[src/rtl/bp_me_cce_to_cache_arbiter_pkg.sv]
// Shared types and helpers for the cce-to-cache arbiter slice.
package bp_me_cce_to_cache_arbiter_pkg;

   typedef enum logic [0:0] {
      e_arb_idle   = 1'b0,
      e_arb_locked = 1'b1
   } bp_me_arb_state_e;

   // Default BedRock mem message width when no processor config is supplied.
   localparam int cce_mem_msg_width_lp = 32;

   // clog2 that never returns 0, so a width derived from it is always legal.
   function automatic int safe_clog2(input int n);
      return (n <= 1) ? 1 : $clog2(n);
   endfunction

endpackage

[src/rtl/bp_me_cce_to_cache_arbiter_id_fifo.sv]
// In-order FIFO of granted requester IDs with asynchronous active-low reset.
// A push while full is dropped; there is no full bypass.
module bp_me_id_fifo
   import bp_me_cce_to_cache_arbiter_pkg::*;
#(
   parameter int width_p = 1,
   parameter int els_p   = 2
) (
   input  logic               clk_i,
   input  logic               reset_n_i,
   input  logic [width_p-1:0] data_i,
   input  logic               v_i,
   output logic [width_p-1:0] data_o,
   input  logic               yumi_i,
   output logic               full_o,
   output logic               empty_o
);

   localparam int ptr_w_lp = safe_clog2(els_p);
   localparam int cnt_w_lp = safe_clog2(els_p + 1);

   logic [width_p-1:0]  mem_r [els_p];
   logic [ptr_w_lp-1:0] wr_ptr_r, rd_ptr_r;
   logic [cnt_w_lp-1:0] count_r;
   logic                push, pop;

   function automatic logic [ptr_w_lp-1:0] ptr_inc(input logic [ptr_w_lp-1:0] p);
      return (p == ptr_w_lp'(els_p - 1)) ? '0 : p + 1'b1;
   endfunction

   assign full_o  = (count_r == cnt_w_lp'(els_p));
   assign empty_o = (count_r == '0);
   assign push    = v_i & ~full_o;
   assign pop     = yumi_i & ~empty_o;
   assign data_o  = mem_r[rd_ptr_r];

   // Pointer and occupancy bookkeeping; simultaneous push and pop leave count unchanged.
   always_ff @(posedge clk_i or negedge reset_n_i) begin
      if (!reset_n_i) begin
         wr_ptr_r <= '0;
         rd_ptr_r <= '0;
         count_r  <= '0;
      end else begin
         if (push) wr_ptr_r <= ptr_inc(wr_ptr_r);
         if (pop)  rd_ptr_r <= ptr_inc(rd_ptr_r);
         count_r <= count_r + cnt_w_lp'(push) - cnt_w_lp'(pop);
      end
   end

   // ID storage; contents are don't-care while empty so no reset is needed.
   always_ff @(posedge clk_i) begin
      if (push) mem_r[wr_ptr_r] <= data_i;
   end

endmodule

[src/rtl/bp_me_cce_to_cache_arbiter.sv]
// Round-robin arbiter sharing one cce-to-cache converter between requesters.
// Commands pass through combinationally; the granted ID is queued so each
// in-order converter response is steered back to the requester that issued it.
//
//   state        | meaning
//   e_arb_idle   | round-robin search from last_grant_r+1 picks the grant
//   e_arb_locked | converter stalled a presented command; grant held on lock_id_r
module bp_me_cce_to_cache_arbiter
   import bp_me_cce_to_cache_arbiter_pkg::*;
#(
   parameter int num_req_p           = 2,
   parameter int id_fifo_els_p       = 4,
   parameter int cce_mem_msg_width_p = cce_mem_msg_width_lp
) (
   input  logic                                     clk_i,
   input  logic                                     reset_n_i,
   input  logic [num_req_p*cce_mem_msg_width_p-1:0] mem_cmd_i,
   input  logic [num_req_p-1:0]                     mem_cmd_v_i,
   output logic [num_req_p-1:0]                     mem_cmd_ready_and_o,
   output logic [cce_mem_msg_width_p-1:0]           mem_resp_o,
   output logic [num_req_p-1:0]                     mem_resp_v_o,
   input  logic [num_req_p-1:0]                     mem_resp_yumi_i,
   output logic [cce_mem_msg_width_p-1:0]           mem_cmd_o,
   output logic                                     mem_cmd_v_o,
   input  logic                                     mem_cmd_ready_and_i,
   input  logic [cce_mem_msg_width_p-1:0]           mem_resp_i,
   input  logic                                     mem_resp_v_i,
   output logic                                     mem_resp_yumi_o
);

   localparam int lg_num_req_lp = safe_clog2(num_req_p);

   bp_me_arb_state_e         state_r, state_n;
   logic [lg_num_req_lp-1:0] lock_id_r, last_grant_r;
   logic [lg_num_req_lp-1:0] rr_grant, grant, head;
   logic                     rr_found, sel_v, cmd_hs;
   logic                     id_full, id_empty;
   logic [cce_mem_msg_width_p-1:0] cmd_arr [num_req_p];

   for (genvar g = 0; g < num_req_p; g++) begin : g_split
      assign cmd_arr[g] = mem_cmd_i[g*cce_mem_msg_width_p +: cce_mem_msg_width_p];
   end

   // Round-robin search: first valid requester after the last grant, wrapping.
   always_comb begin
      rr_grant = last_grant_r;
      rr_found = 1'b0;
      for (int i = 1; i <= num_req_p; i++) begin
         int idx;
         idx = (int'(last_grant_r) + i) % num_req_p;
         if (!rr_found && mem_cmd_v_i[lg_num_req_lp'(idx)]) begin
            rr_grant = lg_num_req_lp'(idx);
            rr_found = 1'b1;
         end
      end
   end

   assign grant       = (state_r == e_arb_locked) ? lock_id_r : rr_grant;
   assign sel_v       = (state_r == e_arb_locked) ? mem_cmd_v_i[lock_id_r] : |mem_cmd_v_i;
   assign mem_cmd_v_o = reset_n_i & sel_v & ~id_full;
   assign mem_cmd_o   = cmd_arr[grant];
   assign cmd_hs      = mem_cmd_v_o & mem_cmd_ready_and_i;

   // Only the granted requester sees ready, and only on an actual handshake.
   always_comb begin
      mem_cmd_ready_and_o        = '0;
      mem_cmd_ready_and_o[grant] = cmd_hs;
   end

   // Next state: lock when the converter stalls a presented command.
   always_comb begin
      state_n = state_r;
      case (state_r)
         e_arb_idle:   if (mem_cmd_v_o && !mem_cmd_ready_and_i) state_n = e_arb_locked;
         e_arb_locked: if (cmd_hs) state_n = e_arb_idle;
         default:      state_n = e_arb_idle;
      endcase
   end

   // State, lock ID and round-robin pointer registers.
   always_ff @(posedge clk_i or negedge reset_n_i) begin
      if (!reset_n_i) begin
         state_r      <= e_arb_idle;
         lock_id_r    <= '0;
         last_grant_r <= lg_num_req_lp'(num_req_p - 1);
      end else begin
         state_r <= state_n;
         if (state_r == e_arb_idle && state_n == e_arb_locked) lock_id_r <= grant;
         if (cmd_hs) last_grant_r <= grant;
      end
   end

   bp_me_id_fifo #(
      .width_p (lg_num_req_lp),
      .els_p   (id_fifo_els_p)
   ) id_fifo (
      .clk_i     (clk_i),
      .reset_n_i (reset_n_i),
      .data_i    (grant),
      .v_i       (cmd_hs),
      .data_o    (head),
      .yumi_i    (mem_resp_yumi_o),
      .full_o    (id_full),
      .empty_o   (id_empty)
   );

   assign mem_resp_o      = mem_resp_i;
   assign mem_resp_yumi_o = reset_n_i & mem_resp_yumi_i[head] & ~id_empty;

   // Response valid goes only to the requester at the head of the ID FIFO.
   always_comb begin
      mem_resp_v_o = '0;
      for (int j = 0; j < num_req_p; j++)
         mem_resp_v_o[j] = reset_n_i & mem_resp_v_i & ~id_empty & (head == lg_num_req_lp'(j));
   end

   a_resp_without_cmd: assert property (@(posedge clk_i) disable iff (!reset_n_i)
      !(mem_resp_v_i && id_empty))
      else $error("converter response with no outstanding command");

   a_yumi_not_head: assert property (@(posedge clk_i) disable iff (!reset_n_i)
      !(mem_resp_v_i && !id_empty && |(mem_resp_yumi_i & ~mem_resp_v_o)))
      else $error("response yumi from a requester that is not at the ID FIFO head");

endmodule
[config.mk]
export PLATFORM = sky130hd
export DESIGN_NAME = bp_me_cce_to_cache_arbiter
export DESIGN_NICKNAME = d
export VERILOG_FILES = /design/src/rtl/bp_me_cce_to_cache_arbiter_pkg.sv /design/src/rtl/bp_me_cce_to_cache_arbiter_id_fifo.sv /design/src/rtl/bp_me_cce_to_cache_arbiter.sv
export SDC_FILE = /design/constraint.sdc
export NUM_CORES = 1
export LEC_CHECK = 0
export BUFFER_PORTS_ARGS = -buffer_cell sky130_fd_sc_hd__clkbuf_2
export CORE_UTILIZATION = 25
export CTS_CLUSTER_DIAMETER = 200
export CTS_CLUSTER_SIZE = 40
export DETAILED_ROUTE_END_ITERATION = 8
export GPL_ROUTABILITY_DRIVEN = 0
export GPL_TIMING_DRIVEN = 1
export PLACE_DENSITY = 0.67
export SLEW_MARGIN = 20
export SYNTH_ARGS = -nofsm -noshare
export SYNTH_HDL_FRONTEND = slang
export SYNTH_SLANG_ARGS = --single-unit
[constraint.sdc]
create_clock -name clk_i -period 2.5 [get_ports clk_i]
set_clock_uncertainty 0.2 [all_clocks]
set_input_delay 0.5 -clock clk_i [delete_from_list [all_inputs] [get_ports clk_i]]
set_output_delay 0.5 -clock clk_i [all_outputs]
set_load 0.05 [all_outputs]
Yosys cells after proc, flatten, opt, wreduce, memory -nomap -nowiden
Memories as Yosys holds them, arrays and structs flattened.
Cells that the tools add are included.
{ "word_totals": {"reg_bits": 10, "latch_bits": 0, "mem_bits_rw": 4, "rom_bits": 0, "input_bits": 104, "out_inout_bits": 70, "wordCells": 73, "memories": 1} }
{ "mem_list": {"columns": ["memory", "depth", "width", "read_ports", "rd_clocked_by_memory_dff", "write_ports", "line", "source"], "rows": [
  ["id_fifo.mem_r", 4, 1, 1, 0, 1, "bp_me_cce_to_cache_arbiter_id_fifo.sv:22", "logic [width_p-1:0] mem_r [els_p];"]
]} }
{ "classes": {"add_sub_neg": 6, "n_mul": 0, "n_div": 0, "n_lt_le_gt_ge": 7, "n_eq_ne": 3, "shift": 0, "n_mux": 25, "n_bitwise": 17, "reduce_logical": 8} }
{ "op_table": {"columns": ["cell", "n"], "rows": [
  ["$mux W32", 3],
  ["$mux W1", 18],
  ["$and A1 B1 Y1", 11],
  ["$lt A1 B2 Y1 const B", 3],
  ["$lt A1 B3 Y1 const B", 2],
  ["$add A2 B1 Y2 const B", 2],
  ["$eq A2 B2 Y1 const B", 2],
  ["$logic_and A1 B1 Y1", 4],
  ["$mux W2", 2],
  ["$not A1 Y1", 4],
  ["$add A3 B1 Y3", 1],
  ["$eq A3 B3 Y1 const B", 1],
  ["$logic_not A3 Y1", 1],
  ["$sub A3 B1 Y3", 1],
  ["$add A1 B1 Y1 const B", 2],
  ["$and A2 B2 Y2", 1],
  ["$ge A2 B2 Y1 const B", 1],
  ["$logic_not A1 Y1", 2],
  ["$not A1 Y2", 1],
  ["$pmux W1 S2", 1],
  ["$reduce_or A2 Y1", 1],
  ["$demux W1 S1", 1],
  ["$ge A1 B1 Y1 const B", 1]
]} }

Logic depth before layout (Yosys ltp)
Gate-level depths: netlist (run 1).
{ "depth": {"word_depth": 14, "mapped_depth": 10, "ltp_nobuf": 10} }

Hierarchy
From an unflattened synthesis (run 1), not the netlist that was laid out.
{ "hier_totals": {"cells_unflattened": 136, "hier_area_um2": 1485.2} }
{ "by_module_without_submodules": {"columns": ["mod", "instances", "cells_per_inst", "area_each_um2", "seq_area_each_um2"], "rows": [
  ["bp_me_cce_to_cache_arbiter", 1, 92, 884.6, 76.3],
  ["bp_me_id_fifo", 1, 44, 600.6, 295.3]
]} }

Least setup slack after synthesis (run 1)
Ideal clock, no wire load.
{ "synth_path": {"path_type": "register to register", "from": "reg id_fifo.rd_ptr_r[0]", "to": "reg id_fifo.count_r[2]", "arrival_ns": 2.978, "path_slack_ns": -0.803, "path_stages_with_launch": 11, "n_path_buf": 0, "synth_period_minus_slack_ns": 3.303, "path_cell_list": "dfrtp_1 mux4_2 mux2i_1 nor3_2 ha_1 inv_1 ha_1 inv_1 fa_1 xnor2_1 xnor2_1"} }
{ "synth_between": {"elab_chain_len": 7} }
{ "synth_rtl": {"columns": ["element", "line", "source"], "rows": [
  ["start: declaration", "bp_me_cce_to_cache_arbiter_id_fifo.sv:23", "logic [ptr_w_lp-1:0] wr_ptr_r, rd_ptr_r;"],
  ["start signal: assignment", "bp_me_cce_to_cache_arbiter_id_fifo.sv:45", "if (pop) rd_ptr_r <= ptr_inc(rd_ptr_r);"],
  ["$mem_v2 Z4 W1", null, null],
  ["$mux W1 (implied by the code) (2 in series)", "bp_me_cce_to_cache_arbiter.sv:108", "assign mem_resp_yumi_o = reset_n_i & mem_resp_yumi_i[head] & ~id_empty;"],
  ["$and A1 B1 Y1 (2 in series)", "bp_me_cce_to_cache_arbiter.sv:108", null],
  ["named net mem_resp_yumi_o", "bp_me_cce_to_cache_arbiter.sv:28", "output logic mem_resp_yumi_o"],
  ["$and A1 B1 Y1", "bp_me_cce_to_cache_arbiter_id_fifo.sv:34", "assign pop = yumi_i & ~empty_o;"],
  ["$sub A3 B1 Y3", "bp_me_cce_to_cache_arbiter_id_fifo.sv:46", "count_r <= count_r + cnt_w_lp'(push) - cnt_w_lp'(pop);"],
  ["end signal: assignment", "bp_me_cce_to_cache_arbiter_id_fifo.sv:46", null],
  ["end: declaration", "bp_me_cce_to_cache_arbiter_id_fifo.sv:24", "logic [cnt_w_lp-1:0] count_r;"]
]} }
The timed path passes the listed nets, and every way through them passes these cells. The select of a mux whose other input is x is not followed.
A chain may end at the register's enable or synchronous reset.

Final worst setup path (run 1)
{ "layout_path": {"from": "reg id_fifo.rd_ptr_r[0]", "to": "reg id_fifo.count_r[2]"} }
{ "layout_between": {"elab_chain_len": 7} }
{ "layout_rtl": {"columns": ["element", "line"], "rows": [
  ["$mem_v2 Z4 W1", null],
  ["$mux W1 (implied by the code) (2 in series)", "bp_me_cce_to_cache_arbiter.sv:108"],
  ["$and A1 B1 Y1 (2 in series)", "bp_me_cce_to_cache_arbiter.sv:108"],
  ["$and A1 B1 Y1", "bp_me_cce_to_cache_arbiter_id_fifo.sv:34"],
  ["$sub A3 B1 Y3", "bp_me_cce_to_cache_arbiter_id_fifo.sv:46"]
]} }
No other way between the ends. The select of a mux whose other input is x is not followed.

==> summary.md, run 1 <==
| Metric | Value |
|---|---|
| Final worst slack | `-185.6 ps` |
| ANT cells | `0` |
| CP cell instances | `mux4_2, mux2i_2, nor3_4, ha_1, inv_1, ha_2, inv_2, fa_2, xnor2_1, xnor2_1` |
| First drt pass iteration count | `6` |
| Final Instance Count excl. Fillers | `305` |
| CP max FO | `2` |
| Int Pwr | `0.002236 W` |
| Yosys warning count | `0` |
| Power share of the clock group | `4.8%` |
| Max-slew violation count | `0` |
| Row count | `27` |
| Sw Pwr | `0.001855 W` |
| Reg2reg setup slack | `-190 ps` |
| Post-Route WL | `4.476 mm` |
| Die area | `5975 um^2` |
| Final setup fails | `36` |
| First-pass GRT wire length | `6.444 mm` |
| Register area share after synthesis | `26.21%` |
| Htree depth | `1` |
| End of the worst register-to-register path | `id_fifo.count_r[2]` |
| Slew at the pin closest to its max-slew limit | `387.0 ps` |
| Crit start category | `flip-flop` |
| Total track usage | `13.49%` |
| Switching Share | `45.34%` |
| Worst path arrival time | `2620 ps` |
| CORE AREA | `5473 um^2` |
| Synthesis-stage register bit count | `14` |
| Syn Area/Cell | `10.50 um^2` |
| Worst Hold End | `id_fifo.rd_ptr_r[1]` |
| Starting Density | `25.90%` |
| Post-route clock period utilization | `107.4%` |
| Die Wd | `77.30 um` |
| Setup crit end kind | `flip-flop` |
| CP Buf/Inv Count | `2` |
| Overflow after GRT | `0` |
| Unrepaired setup endpoints after global routing | `true` |
| Hold Path Cell Cnt | `1` |
| # clock sinks | `14` |
| Post-DRT Antenna Nets | `0` |
| Reg2Reg Depth | `10` |
| Die Ht | `77.30 um` |
| Max incr delay on CP | `540 ps` |
| Remaining DRCs | `0` |
| Vias in the first global route | `1376` |
| Logic pwr share | `84.2%` |
| Reg2reg start | `id_fifo.rd_ptr_r[0]` |
| Delay-heaviest family, CP | `multiplexers` |
| Failing checks | `negative setup slack` |
| Max-cap check violation count | `0` |
| Mapped Cells | `135` |
| Synthesized cell area | `1418 um^2` |
| Distinct cell type count after synthesis | `27` |
| Placed insts | `291` |
| Worst hold path class | `reg -> reg` |
| Clock transition at path regs | `60 ps` |
| Seq pwr share | `11.0%` |
| Largest net degree at the start of global routing | `11` |
| Post-synth net total | `247` |
| CP dominant cell by count | `xnor2_1` |
| I/O Pins | `174` |
| Routed WL per cell | `14.68 um` |
| Final number of hold-violating endpoints | `0` |
| CTS tree | `yes` |
| Lkg Pwr | `1.388 nW` |
| CTS buffer count | `3` |
| Pwr Density | `1527 nW/um^2` |
| Hold_sp | `id_fifo.rd_ptr_r[1]` |
| Clk_lat worst skew | `250 ps` |
| Initial antenna violation count | `0` |
| Avg Vias per Cell | `4.416` |
| FMAX | `0.3724 GHz` |
| Area Overhead vs Synth | `89.06%` |
| Via count | `1347` |
| WHS | `364.6 ps` |
| Peak VDD IR | `0.9717 mV` |
| Final net count | `346` |
| CP max stage cell | `mux4_2` |
| Max clock buf depth | `2` |
| Slew HR | `74.14%` |
| Root Driver | `clkbuf_8` |
| Initial drt markers | `26` |
| Share of post-route cells with drive strength above 1 | `79.83%` |
| # port buffers | `109` |
| Period minus WS final | `2686 ps` |
| WS Path Type | `reg -> reg` |
| HPWL after detailed placement | `2.922 mm` |
| Run status | `finished, violations left` |
| Worst Path Required | `2430 ps` |
==> routing by layer <==
layer,vias to the layer above,global-route usage (%),routed length (um)
li1,629,-,-
met1,635,15.37,1778
met2,79,23.45,2295
met3,4,4.881,384
met4,0,3.774,18
met5,-,0,0
==> how the worst max path moves through the flow <==
stage	from	to	slack, ps	depth (start not counted)
after floorplan	id_fifo.rd_ptr_r[0]	id_fifo.count_r[2]	-560	10
after detailed placement	id_fifo.rd_ptr_r[0]	id_fifo.count_r[2]	-240	10
final	id_fifo.rd_ptr_r[0]	id_fifo.count_r[2]	-190	10
after global placement	id_fifo.rd_ptr_r[0]	id_fifo.count_r[2]	-130	10
after global routing	id_fifo.rd_ptr_r[0]	id_fifo.count_r[2]	-310	10
after CTS	id_fifo.rd_ptr_r[0]	id_fifo.count_r[2]	-190	10
==> area by class of cell <==
class,count,area [um^2]
sequential,14,371.6
multi-input combinational,77,933.4
clock buffer,4,45.04
tap,72,90.09
fill,495,2793
inverter,9,37.54
timing repair buffer,129,1202
==> Yosys cell counts <==
library cell  instances  area [um^2]
nor2_1               10        37.54
xnor2_1               2        17.52
nor3b_1               1        7.510
buf_4                32        240.2
nor3_1                1        5.000
ha_1                  7        87.58
edfxtp_1              4        120.1
nand3_1               2        10.01
dfrtp_1               9        225.2
a2111oi_4             1        27.53
mux2_2               34        382.9
o21ai_0               2        10.01
nand2_1               1        3.750
and3_2                4        30.03
and3_1                1        6.260
xor2_1                1        8.760
mux2i_1               3        30.03
buf_2                 3        15.01
nor3_2                1        10.01
nand2_2               2        12.51
inv_1                 8        30.03
mux2_4                1        15.01
clkinv_2              1        5.000
fa_1                  1        20.02
mux2_1                1        11.26
dfstp_2               1        26.28
mux4_2                1        22.52
==> sequential cells by signal (all words and copies together) (netlist names) <==
register          cells
id_fifo.mem_r         4
id_fifo.count_r       3
id_fifo.rd_ptr_r      2
id_fifo.wr_ptr_r      2
last_grant_r          1
lock_id_r             1
state_r               1
==> power groups by stage <==
stage               Clock [W]  Sequential, W  Combinational (W)
CTS                  0.000200       0.000447            0.00289
finish               0.000197       0.000451            0.00344
floorplan                   0       0.000420            0.00177
global route         0.000214       0.000465            0.00359
global placement            0       0.000442            0.00216
detailed placement          0       0.000447            0.00218
==> placed cells by master, fill, tap and decap left out, types with 2 or more instances in the layout <==
master	instances
and3_2	4
buf_12	6
buf_4	8
buf_6	3
buf_8	32
clkbuf_16	4
clkbuf_2	74
clkbuf_8	3
dfrtp_1	9
edfxtp_1	4
ha_1	6
inv_1	6
mux2_2	3
mux2_4	32
nand2_2	2
nand3_1	2
nor2_1	8
nor2_4	2
o21ai_0	2
xnor2_1	2
==> kinds of logic after synthesis <==
kind of cell	count (synthesis)	share of synthesized area [%]
xor+xnor	3	1.854
simple gates	23	8.650
flops	14	26.21
fa+ha+maj	8	7.590
mux	40	32.57
compound gates	3	2.648
buf+inv	44	20.48
==> timing repair <==
item,CTS,global route
hold buffers,1,0
endpoints found under the setup margin,35,37
cloned,2,2
resized for setup,80,72
pin swaps,0,2
buffers inserted,4,4
endpoints found under the hold margin,9,0
==> metrics by stage <==
step | instance area (um^2) | worst slack, ps | setup TNS (ps) | util (%) | power [W]
global placement | 1947 | -133.7 | -483.0 | 35.57 | 0.002600
finish | 2680 | -185.6 | -2644 | 48.97 | 0.004091
detailed placement | 1947 | -244.3 | -591.5 | 35.57 | 0.002628
global route | 2680 | -307.5 | -4789 | 48.97 | 0.004273
floorplan | 1424 | -557.8 | -2094 | - | 0.002190
CTS | 2436 | -192.5 | -3016 | 44.51 | 0.003540
(Power assumes the default switching activity.)
==> run 2, diff against run 1 <==
--- a/config.mk
+++ b/config.mk
@@ -6,13 +6,15 @@
 export NUM_CORES = 1
 export LEC_CHECK = 0
 export BUFFER_PORTS_ARGS = -buffer_cell sky130_fd_sc_hd__clkbuf_2
-export CORE_UTILIZATION = 25
+export CELL_PAD_IN_SITES_DETAIL_PLACEMENT = 1
+export CELL_PAD_IN_SITES_GLOBAL_PLACEMENT = 1
+export CORE_UTILIZATION = 19
 export CTS_CLUSTER_DIAMETER = 200
 export CTS_CLUSTER_SIZE = 40
 export DETAILED_ROUTE_END_ITERATION = 8
 export GPL_ROUTABILITY_DRIVEN = 0
-export GPL_TIMING_DRIVEN = 1
-export PLACE_DENSITY = 0.67
+export GPL_TIMING_DRIVEN = 0
+export PLACE_DENSITY_LB_ADDON = 0.1
 export SLEW_MARGIN = 20
 export SYNTH_ARGS = -nofsm -noshare
 export SYNTH_HDL_FRONTEND = slang
==> run 2 against run 1 <==
  * The run still ends with negative setup slack left
  * First-iteration DRC count decreased by 15%
  * Sequential power about the same
  * Utilization shrank 4.1 points
  * Combinational power is 7.0% higher
  * Largest power group unchanged
  * Highest routed layer unchanged
==> summary.md, run 2 (synthesis gave the netlist of run 1 again) <==
| Metric | Value |
|---|---|
| CP dominant cell by count | `inv_2` |
| Unrepaired setup endpoints after global routing | `true` |
| Fillers | `826 (+67%)` |
| Commonest non-fill, non-tap cell in the layout | `clkbuf_2` |
| Peak VDD IR | `0.7318 mV (-25%)` |
| Setup TNS | `-2881 ps (-236.7 ps)` |
| Final number of hold-violating endpoints | `0 (unchanged)` |
| Lkg Pwr | `1.737 nW (+25%)` |
| Die Ht | `88.38 um (+14%)` |
| First-pass GRT wire length | `8.707 mm (+35%)` |
| CTS buffer count | `3 (unchanged)` |
| # clock sinks | `14 (unchanged)` |
| Worst Path Required | `2430 ps (about the same)` |
| WS Path Type | `reg -> reg` |
| Setup crit end kind | `flip-flop` |
| Post-DRT Antenna Nets | `0 (unchanged)` |
| Slew HR | `69.14% (-5.0 points)` |
| Area Overhead vs Synth | `128.3%` |
| CP Buf/Inv Count | `2 (unchanged)` |
| Most frequent cells in the layout | `103 x clkbuf_2, 39 x buf_4, 33 x mux2_4` |
| I/O Pins | `174 (unchanged)` |
| Overflow after GRT | `0 (unchanged)` |
| Final setup fails | `33 (-8.3%)` |
| Pwr Density | `1337 nW/um^2 (-12%)` |
| CORE AREA | `7214 um^2 (+32%)` |
| Vias in the first global route | `1692 (+23%)` |
| Largest register FFs | `4 (unchanged)` |
| Most flops, register | `id_fifo.mem_r` |
| CP max FO | `2 (unchanged)` |
| CP cell instances | `mux4_2, mux2i_2, nor3_4, ha_1, inv_2, ha_4, inv_2, fa_2, xnor2_2, xnor2_1` |
| Total track usage | `14.73% (+1.2 points)` |
| Delay-heaviest family, CP | `multiplexers` |
| ANT cells | `0 (unchanged)` |
| Avg Vias per Cell | `3.977 (-9.9%)` |
| Initial antenna violation count | `0 (unchanged)` |
| Max-slew violation count | `0 (unchanged)` |
| # port buffers | `141 (+29%)` |
| Run status | `finished, violations left` |
| Slew at the pin closest to its max-slew limit | `461.3 ps (+74.33 ps)` |
| Largest net degree at the start of global routing | `10 (-1)` |
| Die area | `7810 um^2 (+31%)` |
| FMAX | `0.3737 GHz (+0.35%)` |
| CTS tree | `yes` |
| Root Driver | `clkbuf_8` |
| Final worst slack | `-176.2 ps (+9.393 ps)` |
| Post-Route WL | `5.751 mm (+28%)` |
| Remaining DRCs | `0 (unchanged)` |
| Clk_lat worst skew | `240 ps (about the same)` |
| First drt pass iteration count | `6 (unchanged)` |
| Worst hold path class | `in -> async` |
| Max clock buf depth | `2 (unchanged)` |
| Crit start category | `flip-flop` |
| Initial drt markers | `22 (-15%)` |
| Starting Density | `19.65% (-6.3 points)` |
| Failing checks | `negative setup slack` |
| Clock transition at path regs | `60 ps (about the same)` |
| Row count | `31 (+15%)` |
| Share of post-route cells with drive strength above 1 | `84.80% (+5.0 points)` |
| Die Wd | `88.38 um (+14%)` |
| Routed WL per cell | `14.56 um (-0.79%)` |
| Max-cap check violation count | `0 (unchanged)` |
| Via count | `1571 (+17%)` |
| Max incr delay on CP | `550 ps (about the same)` |
| Biggest regs | `id_fifo.mem_r x4, id_fifo.count_r x3` |
| Post-route clock period utilization | `107.0% (-0.38 points)` |
| CP max stage cell | `mux4_2` |
| Worst path arrival time | `2610 ps (about the same)` |
| Period minus WS final | `2676 ps (-9.393 ps)` |
| WHS | `36.09 ps (-328.5 ps)` |
| Htree depth | `1 (unchanged)` |
| HPWL after detailed placement | `4.371 mm (+50%)` |
| Final net count | `409 (+18%)` |
[run 2: cell count changes in the layout (fill, tap and decap cells not counted), moves of 2 or more]
cell,before,now
buf_4,8,39
buf_8,32,19
clkbuf_16,4,21
clkbuf_2,74,103
buf_6,3,6
buf_12,6,0
buf_2,0,2
[run 2: routing by layer]
layer	vias up	track usage [%]	part of all wire [%]
li1	749	-	-
met1	743	16.24	36
met2	77	27.13	53
met3	2	6.623	11
met4	0	0.8798	0.21
met5	-	0	0
[run 2: power breakdown]
group	internal (W)	total, W	leakage, nW	switching (W)
logic	0.00190	0.00368	1.56	0.00179
clock network	0.000109	0.000194	0.0231	0.0000849
registers	0.000348	0.000449	0.153	0.000101
[run 2: cell type report]
cell class / instances / area (um^2) / share of cell area [%]
Sequential cell: 14 / 371.6 / 11.48
Timing Repair Buffer: 158 / 1444 / 44.61
Clock inverter: 1 / 3.754 / 0.1160
Multi-Input combinational cell: 77 / 943.4 / 29.15
Buffer: 34 / 270.3 / 8.349
Clock buffer: 3 / 41.29 / 1.276
Tap cell: 99 / 123.9 / 3.827
Inverter: 9 / 38.79 / 1.198
[run 2: final timing paths]
path / startpoint / end / slack (ps) / depth (start not counted)
max: id_fifo.rd_ptr_r[0] / id_fifo.count_r[2] / -180 / 10
min: reset_n_i / last_grant_r / 40 / 1
max reg2reg: id_fifo.rd_ptr_r[0] / id_fifo.count_r[2] / -180 / 10
min reg2reg: id_fifo.count_r[1] / id_fifo.count_r[2] / 360 / 1
max in group asynchronous: reset_n_i / id_fifo.rd_ptr_r[0] / 1190 / 2
min in group clk_i: id_fifo.count_r[1] / id_fifo.count_r[2] / 360 / 1
[run 2: timing repair]
| action | in CTS | in global routing |
|---|---|---|
| pin swaps | 5 | 6 |
| gates cloned | 3 | 0 |
| setup buffers | 15 | 4 |
| setup endpoints to repair | 38 | 39 |
| hold endpoints to repair | 9 | 0 |
| gates resized for setup | 149 | 35 |
| hold buffers | 1 | 0 |
[run 2: through the flow]
| stage | std cells | total power (W) | utilization [%] | setup slack, ps | instance area (um^2) |
|---|---|---|---|---|---|
| after floorplan | 135 | 0.002190 | - | -557.8 | 1424 |
| after global placement | 375 | 0.002645 | 31.23 | -525.0 | 2253 |
| after detailed placement | 375 | 0.002648 | 31.23 | -502.7 | 2253 |
| after CTS | 398 | 0.004259 | 44.35 | -256.8 | 3199 |
| after global routing | 395 | 0.004536 | 44.87 | -286.6 | 3237 |
| final | 395 | 0.004326 | 44.87 | -176.2 | 3237 |
==> run 3, diff against run 2 <==
--- a/config.mk
+++ b/config.mk
@@ -5,7 +5,7 @@
 export SDC_FILE = /design/constraint.sdc
 export NUM_CORES = 1
 export LEC_CHECK = 0
-export BUFFER_PORTS_ARGS = -buffer_cell sky130_fd_sc_hd__clkbuf_2
+export BUFFER_PORTS_ARGS = -buffer_cell sky130_fd_sc_hd__buf_4
 export CELL_PAD_IN_SITES_DETAIL_PLACEMENT = 1
 export CELL_PAD_IN_SITES_GLOBAL_PLACEMENT = 1
 export CORE_UTILIZATION = 19
==> run 3 against run 2 <==
  * Largest cell class unchanged
  * Clock-buffer cell count rose by 1
  * Global-route usage is 0.80 points lower
  * First-iteration DRC count is 27% higher
  * Register-to-register slack worse by 40 ps
  * Power shrank 6.3%
  * The flow still finishes with violations (negative setup slack)
  * Critical path type unchanged
  * Die area did not move
  * Sequential cell count unchanged
==> summary.md, run 3 (synthesis gave the netlist of run 1 again) <==
| Metric | Value |
|---|---|
| Max-cap check violation count | `0 (unchanged)` |
| Post-DRT Antenna Nets | `0 (unchanged)` |
| Clock transition at path regs | `60 ps (about the same)` |
| Switching Share | `47.88% (+2.3 points)` |
| Peak VDD IR | `0.8141 mV (+11%)` |
| CORE AREA | `7214 um^2 (unchanged)` |
| Clk_lat worst skew | `250 ps (about the same)` |
| Run status | `finished, violations left` |
| # clock sinks | `14 (unchanged)` |
| CP dominant cell by count | `ha_1` |
| Worst hold path class | `in -> reg` |
| Int Pwr | `0.002112 W (-10%)` |
| First-pass GRT wire length | `8.307 mm (-4.6%)` |
| Die Ht | `88.38 um (unchanged)` |
| FF+latch area | `371.6 um^2 (unchanged)` |
| Final net count | `406 (-0.73%)` |
| Max incr delay on CP | `560 ps (about the same)` |
| Sw Pwr | `0.001940 W (-1.7%)` |
| Util after Layout | `45.01% (+0.14 points)` |
| CP max stage cell | `mux4_2` |
| Worst path arrival time | `2640 ps (+30 ps)` |
| CTS tree | `yes` |
| Die Wd | `88.38 um (unchanged)` |
| Initial drt markers | `28 (+27%)` |
| Vias in the first global route | `1665 (-1.6%)` |
| CTS buffer count | `3 (unchanged)` |
| Power share of the clock group | `5.6% (+1.1 points)` |
| Logic pwr share | `83.3% (-1.9 points)` |
| Post-route clock period utilization | `108.5% (+1.5 points)` |
| Final setup fails | `34 (+3.0%)` |
| # port buffers | `141 (unchanged)` |
| First drt pass iteration count | `4 (-2)` |
| Final number of hold-violating endpoints | `0 (unchanged)` |
| Largest register FFs | `4 (unchanged)` |
| Share of post-route cells with drive strength above 1 | `83.96% (-0.84 points)` |
| Remaining DRCs | `0 (unchanged)` |
| CP max FO | `3 (+1)` |
| Failing checks | `negative setup slack` |
| Area Overhead vs Synth | `129.0%` |
| FMAX | `0.3686 GHz (-1.4%)` |
| Most flops, register | `id_fifo.mem_r` |
| Slew HR | `69.21% (about the same)` |
| WS Path Type | `reg -> reg` |
| Fillers | `828 (+0.24%)` |
| Htree depth | `1 (unchanged)` |
| Pre-CTS WS | `-501.2 ps (+1.421 ps)` |
| Period minus WS final | `2713 ps (+37.07 ps)` |
| Lkg Pwr | `1.694 nW (-2.5%)` |
| Root Driver | `clkbuf_8` |
| Unrepaired setup endpoints after global routing | `true` |
| Total track usage | `13.93% (-0.80 points)` |
| Most frequent cells in the layout | `143 x buf_4, 37 x buf_8, 33 x mux2_4` |
| Commonest non-fill, non-tap cell in the layout | `buf_4` |
| Routed WL per cell | `14.94 um (+2.6%)` |
| ANT cells | `0 (unchanged)` |
| Worst Path Required | `2430 ps (about the same)` |
| Final worst slack | `-213.3 ps (-37.07 ps)` |
| Row count | `31 (unchanged)` |
| I/O Pins | `174 (unchanged)` |
| Largest net degree at the start of global routing | `10 (unchanged)` |
| Pwr Density | `1248 nW/um^2 (-6.6%)` |
| Max clock buf depth | `2 (unchanged)` |
| Die area | `7810 um^2 (unchanged)` |
| Initial antenna violation count | `0 (unchanged)` |
| Area occupied by multi-input gates | `930.9 um^2 (-1.3%)` |
| Avg Vias per Cell | `4.000 (+0.57%)` |
| Seq pwr share | `11.2% (+0.8 points)` |
| Setup TNS | `-3910 ps (-1030 ps)` |
| Crit start category | `flip-flop` |
| Setup crit end kind | `flip-flop` |
| CP cell instances | `mux4_2, mux2i_2, nor3_4, ha_1, inv_1, ha_1, inv_2, fa_2, xnor2_2, xnor2_1` |
| Starting Density | `19.65% (unchanged)` |
| Via count | `1568 (-0.19%)` |
| WHS | `347.2 ps (+311.2 ps)` |
| Post-Route WL | `5.855 mm (+1.8%)` |
| HPWL after detailed placement | `4.538 mm (+3.8%)` |
| Overflow after GRT | `0 (unchanged)` |
| Max-slew violation count | `0 (unchanged)` |
| Slew at the pin closest to its max-slew limit | `460.4 ps (-0.9338 ps)` |
| Biggest regs | `id_fifo.mem_r x4, id_fifo.count_r x3` |
| Total chip power | `0.004052 W (-6.3%)` |
## run 3: changes by cell type in the layout (fill, tap and decap cells not counted), moves of 2 or more
cell       delta
buf_2         -2
clkbuf_16    -21
buf_8        +18
clkbuf_2    -103
buf_4       +104
## run 3: final timing paths
path	startpoint	endpoint	slack, ps	depth (start not counted)
max	id_fifo.rd_ptr_r[0]	id_fifo.count_r[2]	-210	10
min	mem_cmd_ready_and_i	id_fifo.wr_ptr_r[0]	350	3
max reg2reg	id_fifo.rd_ptr_r[0]	id_fifo.count_r[2]	-210	10
min reg2reg	id_fifo.rd_ptr_r[1]	id_fifo.rd_ptr_r[1]	360	1
max in group asynchronous	reset_n_i	id_fifo.count_r[1]	1240	2
min in group asynchronous	reset_n_i	id_fifo.count_r[0]	550	2
## run 3: layout make-up
cell class	instances	share of cell area [%]
multi-input combinational	77	28.67
inverter	9	1.156
tap	99	3.815
sequential	14	11.45
timing repair buffer	156	45.36
clock buffer	4	1.696
buffer	33	7.861
## run 3: power groups by stage
stage	combinational (W)	clock, W	sequential, W
after global routing	0.00354	0.000243	0.000472
after floorplan	0.00177	0	0.000420
after detailed placement	0.00241	0	0.000446
after global placement	0.00240	0	0.000444
after CTS	0.00311	0.000236	0.000452
final	0.00337	0.000226	0.000452
## run 3: timing repair
action,4_1_cts,5_1_grt
hold buffers,2,0
setup buffers,9,7
endpoints found under the setup margin,37,37
pin swaps,5,7
gates resized for setup,71,67
gates cloned,3,0
endpoints found under the hold margin,9,0
## run 3: critical path, delay by kind of cell, from the launching register on
kind                     cells  cell delay [ps]
flip-flops                   1              380
AND/OR/NAND/NOR              1               50
multiplexers                 2              810
XOR/XNOR                     2              260
buffers and inverters        2              100
adder cells (fa/ha/maj)      3              800
## run 3: metal layers
metal,global-route usage (%),part of all wire [%]
met1,14.38,34
met2,26.64,55
met3,5.970,10
met4,1.760,0.44
met5,0,0
## run 3: through the flow
stage | std cells | cell area, um^2
after floorplan | 135 | 1424
after global placement | 375 | 2606
after detailed placement | 375 | 2606
after CTS | 393 | 3063
after global routing | 392 | 3247
final | 392 | 3247
